===== config.mk =====
export PLATFORM = sky130hd
export DESIGN_NAME = owt_tx_ctrl_mq
export DESIGN_NICKNAME = d
export VERILOG_FILES = /design/src/rtl/owt_tx_ctrl_mq.sv
export SDC_FILE = /design/constraint.sdc
export NUM_CORES = 1
export LEC_CHECK = 0
export BUFFER_PORTS_ARGS = -buffer_cell sky130_fd_sc_hd__buf_2
export CAP_MARGIN = 40
export CORE_AREA = 2 2 112 142
export DETAILED_ROUTE_END_ITERATION = 10
export DIE_AREA = 0 0 114 144
export PLACE_DENSITY = 0.65
export REMOVE_ABC_BUFFERS = 1
export SLEW_MARGIN = 10
export SYNTH_ARGS = -nofsm -noshare
export SYNTH_HDL_FRONTEND = slang
export SYNTH_SLANG_ARGS = --single-unit
export TNS_END_PERCENT = 50

===== constraint.sdc =====
create_clock -name i_clk -period 6.68 [get_ports i_clk]
set_input_delay 0.668 -clock i_clk [delete_from_list [all_inputs] [get_ports i_clk]]
set_output_delay 0.668 -clock i_clk [all_outputs]
set_load 0.005 [all_outputs]

===== src/rtl/owt_tx_ctrl_mq.sv =====
// owt_tx_ctrl_mq: queued one-wire Manchester transmit controller.
// Frame: head, sync tail, cmd, data, crc8, end tail; abortable.
module owt_tx_ctrl_mq #(
  parameter int              AW         = 7,
  parameter int              DW         = 8,
  parameter int              ADCW       = 10,
  parameter logic [AW-1:0]   ADC_ADDR   = 7'h7F,
  parameter int              HEAD_BITS  = 8,
  parameter int              FIFO_DEPTH = 4,
  parameter int              HCW        = 8,
  parameter int              ABORT_SYMS = 8,
  parameter logic [7:0]      CRC_POLY   = 8'h07
) (
  input  logic                          i_clk,
  input  logic                          i_rst,
  input  logic                          i_cmd_vld,
  output logic                          o_cmd_rdy,
  input  logic                          i_cmd_wr,
  input  logic [AW-1:0]                 i_cmd_addr,
  input  logic [ADCW-1:0]               i_cmd_data,
  input  logic [HCW-1:0]                i_half_cyc,
  input  logic                          i_abort,
  output logic                          o_tx,
  output logic                          o_busy,
  output logic                          o_frame_done,
  output logic                          o_abort_done,
  output logic [$clog2(FIFO_DEPTH):0]   o_fifo_cnt
);

  localparam int PW = $clog2(FIFO_DEPTH);
  localparam int CW = PW + 1;
  localparam int EW = 1 + AW + ADCW;
  localparam int SW = 16;

  localparam logic [CW-1:0] DEPTH  = CW'(FIFO_DEPTH);
  localparam logic [SW-1:0] N_HEAD = SW'(2 * HEAD_BITS);
  localparam logic [SW-1:0] N_TAIL = SW'(4);
  localparam logic [SW-1:0] N_CMD  = SW'(2 * (AW + 1));
  localparam logic [SW-1:0] N_DAT  = SW'(2 * DW);
  localparam logic [SW-1:0] N_ADC  = SW'(2 * ADCW);
  localparam logic [SW-1:0] N_CRC  = SW'(16);
  localparam logic [SW-1:0] N_ABT  = SW'(ABORT_SYMS);

  typedef enum logic [2:0] {
    S_IDLE, S_HEAD, S_STAIL, S_CMD,
    S_DATA, S_CRC, S_ETAIL, S_ABORT
  } state_t;

  logic [EW-1:0]   mem_q [FIFO_DEPTH];
  logic [PW-1:0]   wptr_q, rptr_q;
  logic [CW-1:0]   cnt_q;
  logic            push, pop;

  state_t          st_q, st_d, nxt;
  logic [SW-1:0]   sym_q, sym_d, nsym, bidx;
  logic [HCW-1:0]  cyc_q, cyc_d, hc_q, hc_last;
  logic [AW:0]     cmd_q, cmd_sh;
  logic [ADCW-1:0] dat_q, dat_al, dat_sh;
  logic [7:0]      crc_q, crc_d, crc_in, crc_sh;
  logic            tx_q, busy_q, fdone_q, adone_q;
  logic            tx_d, fdone_d, adone_d, fbit;
  logic            adv, last_cyc, last_sym, is_adc;

  assign o_cmd_rdy    = cnt_q < DEPTH;
  assign push         = i_cmd_vld && o_cmd_rdy;
  assign o_fifo_cnt   = cnt_q;
  assign o_tx         = tx_q;
  assign o_busy       = busy_q;
  assign o_frame_done = fdone_q;
  assign o_abort_done = adone_q;

  assign is_adc   = cmd_q[AW-1:0] == ADC_ADDR;
  assign hc_last  = hc_q - 1'b1;
  assign last_cyc = cyc_q == hc_last;
  assign last_sym = sym_q == nsym - 1'b1;

  // Queue storage: written on accept, not reset.
  always_ff @(posedge i_clk) begin
    if (push) mem_q[wptr_q] <= {i_cmd_wr, i_cmd_addr, i_cmd_data};
  end

  // Queue pointers and occupancy.
  always_ff @(posedge i_clk or posedge i_rst) begin
    if (i_rst) begin
      wptr_q <= '0;
      rptr_q <= '0;
      cnt_q  <= '0;
    end else begin
      if (push) wptr_q <= wptr_q + 1'b1;
      if (pop)  rptr_q <= rptr_q + 1'b1;
      case ({push, pop})
        2'b10:   cnt_q <= cnt_q + 1'b1;
        2'b01:   cnt_q <= cnt_q - 1'b1;
        default: cnt_q <= cnt_q;
      endcase
    end
  end

  // Symbol count and successor of the current state.
  always_comb begin
    nsym = N_TAIL;
    nxt  = S_IDLE;
    case (st_q)
      S_HEAD:  begin nsym = N_HEAD; nxt = S_STAIL; end
      S_STAIL: begin nsym = N_TAIL; nxt = S_CMD;   end
      S_CMD:   begin nsym = N_CMD;  nxt = S_DATA;  end
      S_DATA:  begin
        nsym = is_adc ? N_ADC : N_DAT;
        nxt  = S_CRC;
      end
      S_CRC:   begin nsym = N_CRC;  nxt = S_ETAIL; end
      S_ETAIL: begin nsym = N_TAIL; nxt = S_IDLE;  end
      S_ABORT: begin nsym = N_ABT;  nxt = S_IDLE;  end
      default: begin nsym = N_TAIL; nxt = S_IDLE;  end
    endcase
  end

  // Next position: pop, abort, or advance by one cycle.
  always_comb begin
    st_d  = st_q;
    sym_d = sym_q;
    cyc_d = cyc_q;
    pop   = 1'b0;
    adv   = 1'b0;
    if (st_q == S_IDLE) begin
      if (cnt_q != '0) begin
        pop   = 1'b1;
        st_d  = S_HEAD;
        sym_d = '0;
        cyc_d = '0;
      end
    end else if (i_abort && st_q != S_ABORT) begin
      st_d  = S_ABORT;
      sym_d = '0;
      cyc_d = '0;
    end else if (last_cyc) begin
      adv   = 1'b1;
      cyc_d = '0;
      if (last_sym) begin
        st_d  = nxt;
        sym_d = '0;
      end else begin
        sym_d = sym_q + 1'b1;
      end
    end else begin
      cyc_d = cyc_q + 1'b1;
    end
  end

  // Line level of the symbol at the next position.
  always_comb begin
    bidx   = sym_d >> 1;
    cmd_sh = cmd_q << bidx;
    dat_al = is_adc ? dat_q : dat_q << (ADCW - DW);
    dat_sh = dat_al << bidx;
    crc_sh = crc_q << bidx;
    fbit   = 1'b0;
    tx_d   = 1'b0;
    case (st_d)
      S_HEAD:  tx_d = sym_d[0];
      S_STAIL: tx_d = ~sym_d[1];
      S_ETAIL: tx_d = ~sym_d[1];
      S_CMD:   begin fbit = cmd_sh[AW];      tx_d = fbit ^ sym_d[0]; end
      S_DATA:  begin fbit = dat_sh[ADCW-1];  tx_d = fbit ^ sym_d[0]; end
      S_CRC:   begin fbit = crc_sh[7];       tx_d = fbit ^ sym_d[0]; end
      default: tx_d = 1'b0;
    endcase
  end

  // CRC absorbs each cmd/data bit as its first symbol starts.
  always_comb begin
    crc_in = crc_q;
    crc_d  = crc_q;
    if (adv && (st_d == S_CMD || st_d == S_DATA) && !sym_d[0]) begin
      crc_in = (st_q == S_STAIL) ? 8'h00 : crc_q;
      crc_d  = {crc_in[6:0], 1'b0} ^ ((crc_in[7] ^ fbit) ? CRC_POLY : 8'h00);
    end
  end

  // Completion pulses land on the final cycle of the last symbol.
  always_comb begin
    fdone_d = (st_d == S_ETAIL) && (sym_d == N_TAIL - 1'b1)
              && (cyc_d == hc_last);
    adone_d = (st_d == S_ABORT) && (sym_d == N_ABT - 1'b1)
              && (cyc_d == hc_last);
  end

  // FSM state, latched entry and registered outputs.
  always_ff @(posedge i_clk or posedge i_rst) begin
    if (i_rst) begin
      st_q    <= S_IDLE;
      sym_q   <= '0;
      cyc_q   <= '0;
      hc_q    <= HCW'(1);
      cmd_q   <= '0;
      dat_q   <= '0;
      crc_q   <= '0;
      tx_q    <= 1'b0;
      busy_q  <= 1'b0;
      fdone_q <= 1'b0;
      adone_q <= 1'b0;
    end else begin
      st_q    <= st_d;
      sym_q   <= sym_d;
      cyc_q   <= cyc_d;
      crc_q   <= crc_d;
      if (pop) begin
        {cmd_q, dat_q} <= mem_q[rptr_q];
        hc_q <= (i_half_cyc == '0) ? HCW'(1) : i_half_cyc;
      end
      tx_q    <= tx_d;
      busy_q  <= st_d != S_IDLE;
      fdone_q <= fdone_d;
      adone_q <= adone_d;
    end
  end

endmodule


# Word-level counts from Yosys, hierarchy flattened
# Memories as Yosys holds them, arrays and structs flattened. A register that Yosys moved wholly into a read port is not among the register bits.
# Cells that the tools add are included.
# word_totals
ff_bits	54
latch_bits	0
ramBits	72
rom_bits	0
input_bits	30
output_inout_bits	8
word_cells	101
mem_count	1
# memory_table
name	depth	width	read_ports	rd_clocked_by_memory_dff	wr	line	source
mem_q	4	18	1	1	1	49	logic [EW-1:0] mem_q [FIFO_DEPTH];
# classes
addsub	8
multipliers	0
div	0
magnitude_cmp	1
eq_ne	22
n_shift	3
mux	31
n_bitwise	6
n_reduce_logical	17
# ops
cell	n
$mux 16	5
$mux 8	6
$shl 8x15->8	2
$eq 3x3->1 const B	7
$mux 3	7
$add 16x1->16 const B	1
$eq 16x16->1	1
$eq 16x2->1 const B	1
$eq 16x3->1 const B	1
$eq 8x8->1	2
$sub 16x1->16 const B	1
$pmux 3 s5	1
$pmux 5 s3	1
$shl 10x15->10	1
$eq 3x2->1 const B	4
$mux 10	1
$add 8x1->8 const B	1
$logic_and 1x1->1	8
$logic_not 8->1	1
$sub 8x1->8 const B	1
$xor 8x3->8	1
$eq 7x7->1 const B	1
$mux 1	7
$eq 3x1->1 const B	2
other kinds (19)	24

# Depth between registers and ports, before layout
# depth
word_depth	14
depth_mapped	19
depth_no_buf	18

# Least setup slack after synthesis
# No wires, ideal clock.
# synth_timing
path_kind	flip-flop to flip-flop
start	reg st_q[2]
end	reg fdone_q, in the netlist o_frame_done
setup_time_ps	68
arrival_time_ps	3758
t_required_ps	6612
setup_slack_ps	2854
stages_incl_launch_ff	19
path_buffers	2
period_less_slack_ps	3826
path_cell_list	dfrtp_1 > clkbuf_1 > nor2b_1 > o22ai_1 > inv_1 > ha_1 > ha_1 > xor2_1 > and4_1 > nand3_1 > or2_2 > o21ai_1 > buf_4 > o21ai_1 > a21o_1 > nor4_4 > nand4_4 > a2111oi_4 > and4_1
# synth_via
elab_chain_len	12
word_cells_on_any_way	30
cone_classes	add/sub: 1; eq/ne: 11; mux: 13; reduce/logical: 5
# synth_rtl
element	line	source
start, declared	54	state_t st_q, st_d, nxt;
start signal, assigned	203	st_q <= st_d;
$eq 3x3->1, or another cell as far along	103	case (st_q)
$reduce_or 3->1 (no line)	-	
$pmux 5 s3	103	
$sub 16x1->16	75	assign last_sym = sym_q == nsym - 1'b1;
$eq 16x16->1	75	
$mux 16	139	if (last_sym) begin
$mux 16	136	end else if (last_cyc) begin
$mux 16	132	end else if (i_abort && st_q != S_ABORT) begin
$mux 16 (*)	125	if (st_q == S_IDLE) begin
via sym_d[8]	55	logic [SW-1:0] sym_q, sym_d, nsym, bidx;
$eq 16x2->1 (*)	182	fdone_d = (st_d == S_ETAIL) && (sym_d == N_TAIL - 1'b1)
$logic_and 1x1->1 (*)	182	
$logic_and 1x1->1 (*)	183	&& (cyc_d == hc_last);
via fdone_d	61	logic tx_d, fdone_d, adone_d, fbit;
end signal, assigned	213	fdone_q <= fdone_d;
end, declared	60	logic tx_q, busy_q, fdone_q, adone_q;
# Mark *: on every way through the listed nets, which the timed path passes. The rest lies on a longest branch.
# A chain may end at the register's enable or synchronous reset.

# Worst setup path in the final report
# layout_timing
start	reg st_q[0]
end	reg fdone_q, in the netlist o_frame_done
# Same word-level chain as after synthesis.

==> impl_metrics.tcl <==
set metrics [dict create \
    status "completed" \
    worstSetupPathType "reg -> reg" \
    fmax_mhz 210 \
    ctsHoldBuffers 0 \
    gr-total-overflow 0 \
    avgSynthCellArea_um2 12.2 \
    drt-pass1-iter-count 5 \
    synthTopCellsByCount "edfxtp_1 (72), dfrtp_1 (71), nand2_1 (56)" \
    wirelength_um 15500 \
    rsz0062_at_grt "false" \
    clock_sinks 144 \
    yosys.area_share.simple 0.148 \
    setup_tns_ns 0 \
    vias_per_cell 5.90 \
    fin_ws_ns 1.91 \
    pre_cts_slack_ns 1.97 \
    synth_flop_cell "edfxtp_1" \
    fin_nets 685 \
    start_util 0.488 \
    holdWs_ns 0.325 \
    crit_chain "nand4b_1, o22ai_1, inv_1, ha_1, ha_1, xor2_1, and4_1, nand3_1, or2_2, o21ai_1, o21ai_1, a21o_1, nor4_4, nand4_4, a2111oi_4, and4_1" \
    cts_resized 0 \
    synthMostInstantiatedCell "edfxtp_1" \
    slew_headroom 0.462 \
    via_count 4964 \
    ios 38 \
    synth_compound_area_frac 0.111 \
    area_growth_pct 13.2 \
    cp-end-kind "register" \
    grt_use_total 0.204 \
    ys_seq_area_frac 0.535 \
    yosys-top-cells-area "edfxtp_1 (29%), dfrtp_1 (24%), mux4_2 (5.5%)" \
    dieArea_um2 16400 \
    clkTransAtPathRegs_ns 0.06 \
    ys.warnings.count 0 \
    hold_viol 0 \
    arrival_ns 5.12 \
    min_period_ns 4.77 \
    routabilityCongestion 0.885 \
    synth.distinct_cells 79 \
    ir_worst_vdd_mv 0.228 \
    grt_pass1_wl_um 25600 \
    diodes 0 \
    report.final.slew_viol_count 0 \
    cp_slowest_cell "o21ai_1" \
    cp_max_fo 18 \
    synthXorXnorAreaFrac 0.0522 \
    numCtsBuffers 17 \
    cp.required_ns 7.03 \
    drive_gt1_frac 0.233 \
    cts_tree "built" \
    critPathLaunchType "register" \
    cts_max_path_buffers 2 \
    ys_seq_elements 144 \
    hpwl_um 11300 \
    p_leak_nw 3.21 \
    die_w_um 114 \
    root_buffer "clkbuf_16" \
    fillers 1272 \
    period_share 0.713 \
    ys_async_sr_fraction 0.500 \
    syn_inst 608 \
    max_cap_violations 0 \
    netlist_area_um2 7410 \
    fin_util 0.552 \
    yosysTopAreaCell "edfxtp_1" \
    drc 0 \
    post_cts_buffers 0 \
    setup_violations 0 \
    synth_top_family_by_area "simple AND/OR/NAND/NOR gates" \
    drt_iter0_markers 291 \
    cts.htree.levels 4 \
    grt_start_max_net_pins 45 \
    clk_latency_ns 0.42 \
    antenna_found_initial 0 \
    post_drt_wl_per_cell_um 18.4 \
    power_per_cell_area_nw_per_um2 322 \
    antenna_left 0 \
    r2r_setup_slack_ns 1.91 \
    synth_fa_ha_area_frac 0.0196 \
    synthMuxAreaShare 0.102 \
    min_path_type "in -> async" \
    die_y_um 144 \
    tightest_slew_ns 0.807 \
    synth_edf_count 72 \
    grt_pass1_vias 5076 \
    core_area_um2 15200 \
    cp_slowest_stage_delay_ns 0.59 \
    rows 51 \
    fin_skew_ns 0.00695 \
    portBuffers 37 \
    synth_top_cell_area_share 0.292 \
]
==> cells by family (layout without fill, tap and decap cells) <==
kind of cell,after synthesis,in the layout
adders and majority gates,11,11
buffers and inverters,55,104
and+or+nand+nor,193,193
muxes,50,50
DFF,144,144
AOI/OAI and AO/OA,114,114
xor gates and xnor gates,41,41
==> layout make-up <==
class,instances,area [um2],share of cell area
Multi-Input combinational cell,409,3220,0.383
Clock inverter,11,133,0.0158
Sequential cell,144,3970,0.473
Clock buffer,21,440,0.0525
Tap cell,185,231,0.0276
Inverter,26,97.6,0.0116
Timing Repair Buffer,46,303,0.0361
==> cells in the final DEF (no fill, tap or decap), types with 5 or more instances in the layout <==
master / n
inv_1: 21
xnor2_1: 22
buf_2: 37
mux2_2: 25
edfxtp_1: 72
dfrtp_1: 71
xor2_1: 17
clkbuf_16: 17
nor2_1: 22
o21ai_1: 9
o211ai_1: 6
ha_1: 10
nand3_1: 21
o21ai_0: 34
and3_1: 5
and2_1: 5
a21oi_1: 11
mux2i_1: 5
nand2_1: 56
nor4_1: 8
inv_2: 5
or3_1: 9
nor3_1: 13
mux4_2: 18
nand4_1: 12
o221ai_1: 5
==> flip-flops by register name (all words and copies together), names as in the netlist <==
register / flops
rptr_q: 2
cyc_q: 8
hc_q: 8
sym_q: 16
o_abort_done: 1
mem_q: 72
o_fifo_cnt: 3
o_frame_done: 1
st_q: 3
o_tx: 1
wptr_q: 2
o_busy: 1
dat_q: 10
crc_q: 8
cmd_q: 8
==> report_power, final <==
part / internal [mW] / switching [mW] / total [mW]
Clock: 0.554 / 0.363 / 0.916
Combinational: 0.259 / 0.358 / 0.616
Sequential: 1.07 / 0.0965 / 1.17
==> metal layers <==
metal / track usage / wire length (um) / up-vias
met5: 0 / 0 / -
met4: 0.0796 / 372 / 0
met3: 0.0436 / 582 / 34
met2: 0.368 / 8270 / 115
met1: 0.236 / 6280 / 2473
li1: - / - / 2342
==> final timing paths <==
kind,from,to,cells past startpoint
min,i_rst,wptr_q[0],3
max reg2reg,st_q[0],o_frame_done,16
max,st_q[0],o_frame_done,16
min in group i_clk,i_cmd_addr[5],mem_q[3][15],1
max in group asynchronous,i_rst,crc_q[2],4
min reg2reg,crc_q[5],crc_q[5],2
==> metrics by stage <==
step           power (mW)  instance area, um2  cells
2_1_floorplan        1.61                7280    579
3_3_place_gp         1.76                7720    804
3_5_place_dp         1.80                7810    810
4_1_cts              2.72                8390    842
5_1_grt              2.84                8390    842
6_report             2.70                8390    842
==> critical path: cells and delay by family (launching register included) <==
family                     cells  cell delay, ns
adders and majority gates      2            0.47
and+or+nand+nor                7            1.74
AOI/OAI and AO/OA              5            1.66
xor gates and xnor gates       1            0.13
buffers and inverters          1            0.09
DFF                            1            0.58
Note: power is estimated with default switching activity, not from simulation.
